## src/rtl/fifo_status_pkg.sv

```systemverilog
// Shared types for the programmable-status FIFO: occupancy width helper,
// default count type and the error-flag encoding used when observing the flags.
package fifo_status_pkg;

  localparam int unsigned DEF_ADDR_WIDTH = 4;
  localparam int unsigned DEF_DATA_WIDTH = 32;

  // Occupancy runs 0..2**addr_width inclusive, so it needs one extra bit.
  function automatic int unsigned count_width(input int unsigned addr_width);
    return addr_width + 1;
  endfunction

  typedef logic [count_width(DEF_ADDR_WIDTH)-1:0] count_t;

  typedef enum logic [1:0] {
    ERR_NONE = 2'd0,
    ERR_OVF  = 2'd1,
    ERR_UDF  = 2'd2
  } err_e;

endpackage

```

## src/rtl/fifo_status_ctrl.sv

```systemverilog
// FIFO control: pointers, occupancy count, accept logic, threshold status
// and sticky overflow/underflow flags. Storage lives in the parent.
module fifo_status_ctrl
  import fifo_status_pkg::*;
#(
  parameter int unsigned ADDR_WIDTH = DEF_ADDR_WIDTH
) (
  input  logic                                  clk,
  input  logic                                  rst,
  input  logic                                  i_wr,
  input  logic                                  i_rd,
  input  logic                                  i_err_clr,
  input  logic [count_width(ADDR_WIDTH)-1:0]    i_af_level,
  input  logic [count_width(ADDR_WIDTH)-1:0]    i_ae_level,
  output logic                                  o_wr_en,
  output logic                                  o_rd_en,
  output logic [ADDR_WIDTH-1:0]                 o_wr_addr,
  output logic [ADDR_WIDTH-1:0]                 o_rd_addr,
  output logic [count_width(ADDR_WIDTH)-1:0]    o_count,
  output logic                                  o_full,
  output logic                                  o_empty,
  output logic                                  o_almost_full,
  output logic                                  o_almost_empty,
  output logic                                  o_overflow,
  output logic                                  o_underflow
);

  localparam int unsigned    CW    = count_width(ADDR_WIDTH);
  localparam logic [CW-1:0]  DEPTH = CW'(2 ** ADDR_WIDTH);

  logic [ADDR_WIDTH-1:0] r_wr_ptr;
  logic [ADDR_WIDTH-1:0] r_rd_ptr;
  logic [CW-1:0]         r_count;
  logic                  r_overflow;
  logic                  r_underflow;

  logic w_full;
  logic w_empty;
  logic w_wr_ok;
  logic w_rd_ok;

  assign w_full  = (r_count == DEPTH);
  assign w_empty = (r_count == '0);
  assign w_wr_ok = i_wr && !w_full;
  assign w_rd_ok = i_rd && !w_empty;

  // NOTE: reset is synchronous, so it is simply the highest-priority branch
  // of the clocked block; requests in the reset cycle never reach the state.
  always_ff @(posedge clk) begin
    if (rst) begin
      r_wr_ptr    <= '0;
      r_rd_ptr    <= '0;
      r_count     <= '0;
      r_overflow  <= 1'b0;
      r_underflow <= 1'b0;
    end else begin
      if (w_wr_ok) r_wr_ptr <= r_wr_ptr + ADDR_WIDTH'(1);
      if (w_rd_ok) r_rd_ptr <= r_rd_ptr + ADDR_WIDTH'(1);

      case ({w_wr_ok, w_rd_ok})
        2'b10:   r_count <= r_count + CW'(1);
        2'b01:   r_count <= r_count - CW'(1);
        default: r_count <= r_count;
      endcase

      // NOTE: a new error outranks err_clr so a same-cycle event is never lost.
      if (i_wr && w_full)      r_overflow <= 1'b1;
      else if (i_err_clr)      r_overflow <= 1'b0;

      if (i_rd && w_empty)     r_underflow <= 1'b1;
      else if (i_err_clr)      r_underflow <= 1'b0;
    end
  end

  assign o_wr_en        = w_wr_ok && !rst;
  assign o_rd_en        = w_rd_ok && !rst;
  assign o_wr_addr      = r_wr_ptr;
  assign o_rd_addr      = r_rd_ptr;
  assign o_count        = r_count;
  assign o_full         = w_full;
  assign o_empty        = w_empty;
  assign o_almost_full  = (i_af_level == '0)   || (r_count >= i_af_level);
  assign o_almost_empty = (i_ae_level >= DEPTH) || (r_count <= i_ae_level);
  assign o_overflow     = r_overflow;
  assign o_underflow    = r_underflow;

endmodule

```

## src/rtl/fifo_status_prog.sv

```systemverilog
// Single-clock FIFO with programmable status. Define FIFO_STATUS_FWFT_EN for
// first-word-fall-through reads; otherwise reads are registered (1-cycle latency).
module fifo_status_prog
  import fifo_status_pkg::*;
#(
  parameter int unsigned DATA_WIDTH = DEF_DATA_WIDTH,
  parameter int unsigned ADDR_WIDTH = DEF_ADDR_WIDTH
) (
  input  logic                               clk,
  input  logic                               rst,
  input  logic                               wr,
  input  logic [DATA_WIDTH-1:0]              wr_data,
  input  logic                               rd,
  output logic [DATA_WIDTH-1:0]              rd_data,
  output logic                               rd_valid,
  output logic                               full,
  output logic                               empty,
  output logic                               almost_full,
  output logic                               almost_empty,
  input  logic [count_width(ADDR_WIDTH)-1:0] af_level,
  input  logic [count_width(ADDR_WIDTH)-1:0] ae_level,
  output logic [count_width(ADDR_WIDTH)-1:0] w_count,
  output logic                               overflow,
  output logic                               underflow,
  input  logic                               err_clr
);

  localparam int unsigned DEPTH = 2 ** ADDR_WIDTH;

  logic                  w_wr_en;
  logic                  w_rd_en;
  logic [ADDR_WIDTH-1:0] w_wr_addr;
  logic [ADDR_WIDTH-1:0] w_rd_addr;

  logic [DATA_WIDTH-1:0] r_mem [DEPTH];

  fifo_status_ctrl #(
    .ADDR_WIDTH (ADDR_WIDTH)
  ) u_ctrl (
    .clk            (clk),
    .rst            (rst),
    .i_wr           (wr),
    .i_rd           (rd),
    .i_err_clr      (err_clr),
    .i_af_level     (af_level),
    .i_ae_level     (ae_level),
    .o_wr_en        (w_wr_en),
    .o_rd_en        (w_rd_en),
    .o_wr_addr      (w_wr_addr),
    .o_rd_addr      (w_rd_addr),
    .o_count        (w_count),
    .o_full         (full),
    .o_empty        (empty),
    .o_almost_full  (almost_full),
    .o_almost_empty (almost_empty),
    .o_overflow     (overflow),
    .o_underflow    (underflow)
  );

  // NOTE: storage has no reset; the pointers and count define what is valid,
  // which keeps the array mappable onto RAM.
  always_ff @(posedge clk) begin
    if (w_wr_en) r_mem[w_wr_addr] <= wr_data;
  end

`ifdef FIFO_STATUS_FWFT_EN
  // The head word is always presented; rd only acknowledges it.
  logic w_unused_rd_en;
  assign w_unused_rd_en = w_rd_en;
  assign rd_data        = r_mem[w_rd_addr];
  assign rd_valid       = !empty;
`else
  logic [DATA_WIDTH-1:0] r_rd_data;
  logic                  r_rd_valid;

  always_ff @(posedge clk) begin
    if (rst) begin
      r_rd_data  <= '0;
      r_rd_valid <= 1'b0;
    end else begin
      r_rd_valid <= w_rd_en;
      if (w_rd_en) r_rd_data <= r_mem[w_rd_addr];
    end
  end

  assign rd_data  = r_rd_data;
  assign rd_valid = r_rd_valid;
`endif

endmodule

```

## config.mk

```make
export PLATFORM = sky130hd
export DESIGN_NAME = fifo_status_prog
export DESIGN_NICKNAME = d
export VERILOG_FILES = /design/src/rtl/fifo_status_pkg.sv /design/src/rtl/fifo_status_ctrl.sv /design/src/rtl/fifo_status_prog.sv
export SDC_FILE = /design/constraint.sdc
export NUM_CORES = 1
export LEC_CHECK = 0
export CORE_MARGIN = 4
export CORE_UTILIZATION = 45
export CTS_CLUSTER_DIAMETER = 50
export DETAILED_ROUTE_END_ITERATION = 10
export HOLD_SLACK_MARGIN = 0.08
export PLACE_DENSITY = 0.59
export RECOVER_POWER = 25
export SLEW_MARGIN = 20
export SYNTH_ARGS = -nofsm -noshare
export SYNTH_HDL_FRONTEND = slang
export SYNTH_HIERARCHICAL = 1
export SYNTH_SLANG_ARGS = --single-unit
```

## constraint.sdc

```tcl
create_clock -name clk -period 10.85 [get_ports clk]
set_input_delay 3.255 -clock clk [delete_from_list [all_inputs] [get_ports clk]]
set_output_delay 3.255 -clock clk [all_outputs]
set_load 0.005 [all_outputs]
```

==> impl_metrics.env <==
export IMPL_synth_simple_area_share_pct=5.35
export IMPL_max_cap_viol_count=0
export IMPL_syn_inst=1349
export IMPL_root_buffer="clkbuf_16"
export IMPL_final_setup_skew_ps=21.0
export IMPL_clock_sink_count=560
export IMPL_syn_avg_cell_area_um2=16.3
export IMPL_place_area_um2=23600
export IMPL_grt_setup_unrepaired="false"
export IMPL_synth_xor_xnor_area_share_pct=0.358
export IMPL_data_required_time_of_the_worst_path_ps=7600
export IMPL_layout_drive_gt1_share_pct=10.8
export IMPL_leakage_uw=0.00801
export IMPL_final_design_instance_area_without_fill_um2=25600
export IMPL_cts_tree="done"
export IMPL_synth_compound_area_share_pct=4.95
export IMPL_hpwlAfterDp_um=25300
export IMPL_pin_count_of_the_biggest_net_entering_global_routing=139
export IMPL_placeableCoreArea_um2=48000
export IMPL_peak_supply_drop_uv=138
export IMPL_multi_input_comb_area_um2=5280
export IMPL_clkSlewWorstSetupHoldPaths_ps=60
export IMPL_seq_area_frac_synth_pct=74.3
export IMPL_drcViolationCount=0
export IMPL_nets=1520
export IMPL_antenna_cells_inserted=0
export IMPL_path_cells="clkdlybuf4s50_1 > inv_1 > ha_1 > nor2b_1 > o21ai_0 > a21oi_1 > o21ai_0 > clkdlybuf4s50_1"
export IMPL_crit_slowest_cell="clkdlybuf4s50_1"
export IMPL_die_area_um2=52500
export IMPL_floorplan_initialDensity_pct=45.8
export IMPL_detail_route_antenna_nets=0
export IMPL_final_hold_violation_count=0
export IMPL_setup_viol=0
export IMPL_globalRoute_totalOverflow=0
export IMPL_drt_pass1_iter_count=5
export IMPL_core_rowCount=80
export IMPL_cts_buffer_count=59
export IMPL_mappedNetlistNets=1412
export IMPL_routed_wire_length_per_instance_um=23.0
export IMPL_resized_after_cts=0
export IMPL_wirelength_um=48900
export IMPL_post_cts_setup_buffer_count=0
export IMPL_ff_latch_area_um2=16300
export IMPL_fillCellCount=3896
export IMPL_fin_tns_setup_ps=0
export IMPL_clk_latency_ps=620
export IMPL_area_growth_pct=16.3
export IMPL_synthesized_area_um2=22000
export IMPL_portBuffers=90
export IMPL_antenna_found_initial=1
export IMPL_final_min_period_over_clock_period_pct=77.1
export IMPL_slew_headroom_pct=14.2
export IMPL_synth_top_family_by_area="multiplexers"
export IMPL_final_design_utilization_pct=53.3
export IMPL_cellPowerDensity_nw_per_um2=198
export IMPL_die_span_x_um=229
export IMPL_post_synth_fa_ha_maj_area_fraction_pct=0.910
export IMPL_fin_ws_ps=2490
export IMPL_via_per_inst=5.51
export IMPL_worst_hold_check_path_type="flop to flop"
export IMPL_global_placement_routability_congestion=0.727
export IMPL_grt_total_usage_pct=18.3
export IMPL_final_max_slew_violation_count=0
export IMPL_post_place_ws_ps=2500
export IMPL_grt_pass1_wl_um=73500
export IMPL_via_count_of_the_first_global_routing_pass=11800
export IMPL_timing_critical_path_from_type="input port"
export IMPL_path_delay_family="buffers and inverters"
export IMPL_critical_path_endpoint_type="output port"
export IMPL_worst_path_max_fanout=2
export IMPL_critical_path_max_stage_delay_ps=530
export IMPL_dieHeight_um=229
export IMPL_yosys_register_bits=560
export IMPL_dr_first_iter_drc_count=871
export IMPL_finalWorstPathRequiredPeriod_ps=8360
export IMPL_worst_endpoint_data_arrival_time_ps=5110
export IMPL_hold_buffers=0
export IMPL_h_tree_lvl_count=2
export IMPL_number_of_top_level_pins=91
export IMPL_tightest_slew_ps=1290
export IMPL_routed_via_count=11700
export IMPL_yosys_mux_area_fraction_pct=11.8
export IMPL_synthDistinctLibCells=42
export IMPL_synth_yosys_warnings=6
export IMPL_timing_worst_setup_path_type="input port to output port"
export IMPL_maximum_root_to_sink_buffer_count=3
export IMPL_achievable_frequency_ghz=0.120
export IMPL_timing_critical_path_buf_inv=3
export IMPL_result_of_the_run="finished clean"
-- synth_stat cells, drive strengths merged --
library cell,n,area [um^2]
or4,1,11.3
a21oi,72,435
clkbuf,15,57.6
xor2,6,52.6
ha,16,200
nor3,4,20.0
o21ai,9,56.3
a311o,1,10.0
or3b,2,17.5
nor2,31,116
nand3b,3,22.5
and2,2,12.5
inv,15,56.3
nor2b,4,25.0
dfxtp,48,961
nor4,2,12.5
nand2b,4,25.0
a31oi,2,12.5
buf,57,412
edfxtp,512,15400
and3,3,18.8
mux2i,259,2590
or3,2,12.5
a21o,2,15.0
o31ai,1,7.51
nand2,100,375
nand3,98,490
xnor2,3,26.3
a2111oi,1,8.76
and3b,1,8.76
a22oi,66,495
o211a,1,10.0
o211ai,2,15.0
a211oi,3,22.5
nor3b,1,7.51
-- final cells by class --
| type | count | share of cell area, % |
|---|---|---|
| clock buffer | 95 | 6.93 |
| clock inverter | 17 | 0.841 |
| inverter | 15 | 0.220 |
| multi-input combinational | 702 | 20.6 |
| sequential | 560 | 63.9 |
| tap | 615 | 3.01 |
| timing repair buffer | 119 | 4.50 |
-- worst register-to-register path, stage by stage, from the launching register on --
cell      delay, ps
dfxtp_1         550
nor4_1          190
a21oi_1         340
inv_1           150
nor2_1          230
nand3b_1        360
nor3_4          700
buf_4           590
-- cells in the final DEF, fill, tap and decap left out, types with 14 or more instances in the layout --
cell | synthesis | final
clkbuf_16 | 0 | 60
nor2_1 | 31 | 17
clkbuf_8 | 0 | 14
dfxtp_1 | 48 | 47
edfxtp_1 | 512 | 512
ha_1 | 16 | 16
a21oi_2 | 20 | 20
a21oi_1 | 52 | 52
clkdlybuf4s50_1 | 0 | 71
a22oi_1 | 66 | 66
nand2_1 | 100 | 100
inv_1 | 15 | 15
clkbuf_1 | 14 | 22
nand3_1 | 98 | 98
mux2i_1 | 259 | 259
nor2_4 | 0 | 14
dlygate4sd3_1 | 0 | 19
buf_4 | 16 | 25
-- metal layers --
metal  routed length, um  GRT usage, %  share of wire (%)  up-vias
met3                2290          3.45                4.7       76
met1               22000          25.7                 45     5926
met4                 917          4.13                1.9        2
met2               23600          30.1                 48      262
li1                    -             -                  -     5429
met5                   8             0              0.016        -
-- sequential cells by signal (all words and copies together) (netlist names) --
register,count
r_mem,512
u_ctrl/o_overflow,1
u_ctrl/o_underflow,1
rd_valid,1
u_ctrl/o_rd_addr,4
u_ctrl/o_count,5
rd_data,32
u_ctrl/o_wr_addr,4
-- final timing paths --
check / startpoint / to / slack [ps] / depth (start not counted)
max reg2reg: u_ctrl/o_count[2] / r_mem[8][17] / 7330 / 7
min: rd_data[28] / rd_data[28] / 460 / 2
max: ae_level[1] / almost_empty / 2490 / 8
min reg2reg: rd_data[28] / rd_data[28] / 460 / 2
-- cells by family after synthesis --
kind of cell / Yosys count
buffers and inverters: 87
XOR/XNOR: 9
AND/OR/NAND/NOR: 258
adder cells (fa/ha/maj): 16
AO/OA/AOI/OAI: 160
flip-flops: 560
multiplexers: 259
-- power breakdown --
group	switching [uW]	internal (uW)	total [uW]
combinational	338	227	565
sequential	58.8	2420	2480
clock	818	1190	2010
total	1210	3840	5060
-- metrics by stage --
stage	total power, uW	cells	hold WS (ps)
global placement	3080	2010	438
CTS	5110	2123	458
detailed placement	3100	2011	445
finish	5060	2123	456
global route	5260	2123	477
floorplan	2810	1349	450
Power figures use the tool's default switching activity.
==> patch (config.mk and constraints unchanged) <==
The package constant `DEF_DATA_WIDTH` goes from 32 to 16.
--- a/src/rtl/fifo_status_pkg.sv
+++ b/src/rtl/fifo_status_pkg.sv
@@ -5,3 +5,3 @@
   localparam int unsigned DEF_ADDR_WIDTH = 4;
-  localparam int unsigned DEF_DATA_WIDTH = 32;
+  localparam int unsigned DEF_DATA_WIDTH = 16;
 
Ports: changed (resized rd_data and wr_data); port bits go from 91 to 59. No check against the original RTL was run, so the function may have changed too.
==> patch against the unedited design <==
  * Synthesized area fell by 47%
  * Via count fell by 44%
  * Clock skew fell by 0.014 ns
  * Power fell by 47%
  * First-iteration DRC count fell by 36%
  * Largest power group unchanged
  * Design area fell by 47%
  * Sequential share of layout area fell by 2.3 points
  * Largest cell class unchanged
  * Count of clock-buffer cells in the layout fell by 46
  * Register-to-register slack improved by 0.16 ns
  * Critical endpoint is now almost_full
  * Wire length fell by 46%
  * Sequential cell count fell by 272
  * Worst setup slack got worse by 0.036 ns
==> patch: results <==
{
  "status": "finished, final reports clean",
  "synth_area_per_cell_sq_um": 15.7,
  "drt_iter0_drc": 556,
  "fin_nets": 856,
  "dp_slack_ns": 2.47,
  "routabilityCongestion": 0.747,
  "tightest_slew_ns": 1.12,
  "viasPerCell": 5.64,
  "largest_reg_flops": 256,
  "holdPathEnd": "rd_data[12]",
  "power.leakage_uw": 0.00433,
  "drive_above_1_share": 0.104,
  "grt_max_degree": 66,
  "wl_microns": 26500,
  "wl_per_cell_microns": 22.8,
  "hpwl_microns": 14800,
  "grt_pass1_vias": 6764,
  "final.fill_count": 2063,
  "synthesis.nets": 787,
  "max_stage_delay_ns": 0.46,
  "synth_edf_count": 256,
  "placed_cells": 1106,
  "synthTopCellsByArea": "edfxtp_1 66%, mux2i_1 11%, dfxtp_1 5.5%",
  "htree_levels": 1,
  "clkLatencyLatePin_ns": 0.55,
  "synthTopCellsByCount": "256 x edfxtp_1, 131 x mux2i_1, 50 x a22oi_1, 50 x nand3_1, 36 x nand2_1",
  "reg2reg_to": "r_mem[4][10]"
}
patch: final cells by class:
class | count | share of cell area
sequential | 288 | 0.616
multi-input combinational | 398 | 0.224
tap | 330 | 0.0305
clock inverter | 8 | 0.00564
clock buffer | 49 | 0.0675
inverter | 15 | 0.00416
timing repair buffer | 75 | 0.0526
patch: cell families after synthesis:
kind of cell / Yosys count / synth area share
multiplexers: 131 / 0.113
flip-flops: 288 / 0.715
AND/OR/NAND/NOR: 146 / 0.0596
XOR/XNOR: 9 / 0.00677
buffers and inverters: 54 / 0.0328
AO/OA/AOI/OAI: 96 / 0.0561
adder cells (fa/ha/maj): 16 / 0.0172
patch: per-layer routing:
| metal | wire length (microns) | global-route usage | part of all wire |
|---|---|---|---|
| met1 | 12100 | 0.269 | 0.46 |
| met2 | 12100 | 0.288 | 0.46 |
| met3 | 1690 | 0.0322 | 0.064 |
| met4 | 635 | 0.0526 | 0.024 |
| met5 | 0 | 0 | 0 |
patch: worst max-delay path by stage:
| stage | endpoint | slack (ns) | cells past startpoint | startpoint |
|---|---|---|---|---|
| 2_1_floorplan | almost_full | 3.46 | 5 | af_level[0] |
| 3_3_place_gp | almost_empty | 2.49 | 8 | ae_level[1] |
| 3_5_place_dp | almost_full | 2.47 | 7 | af_level[0] |
| 4_1_cts | almost_full | 2.44 | 7 | af_level[0] |
| 5_1_grt | almost_full | 2.31 | 7 | af_level[0] |
| 6_report | almost_full | 2.45 | 7 | af_level[0] |
patch: power by group:
part | switching (uW) | internal [uW] | leakage, uW | total, uW
combinational | 209 | 157 | 0.00128 | 366
clock | 403 | 598 | 0.000488 | 1000
sequential | 49.6 | 1250 | 0.00257 | 1300
patch: metrics by stage:
step	hold slack [ns]	cell area (sq um)	utilization
finish	0.467	13500	0.534
global route	0.500	13500	0.534
CTS	0.473	13500	0.534
detailed placement	0.454	12500	0.495
global placement	0.444	12500	0.494
floorplan	0.450	11600	-
patch: worst min-delay path: stages, from the launching register on:
cell	delay (ns)
dfxtp_1	0.33
nand2_1	0.06
nand3_1	0.05
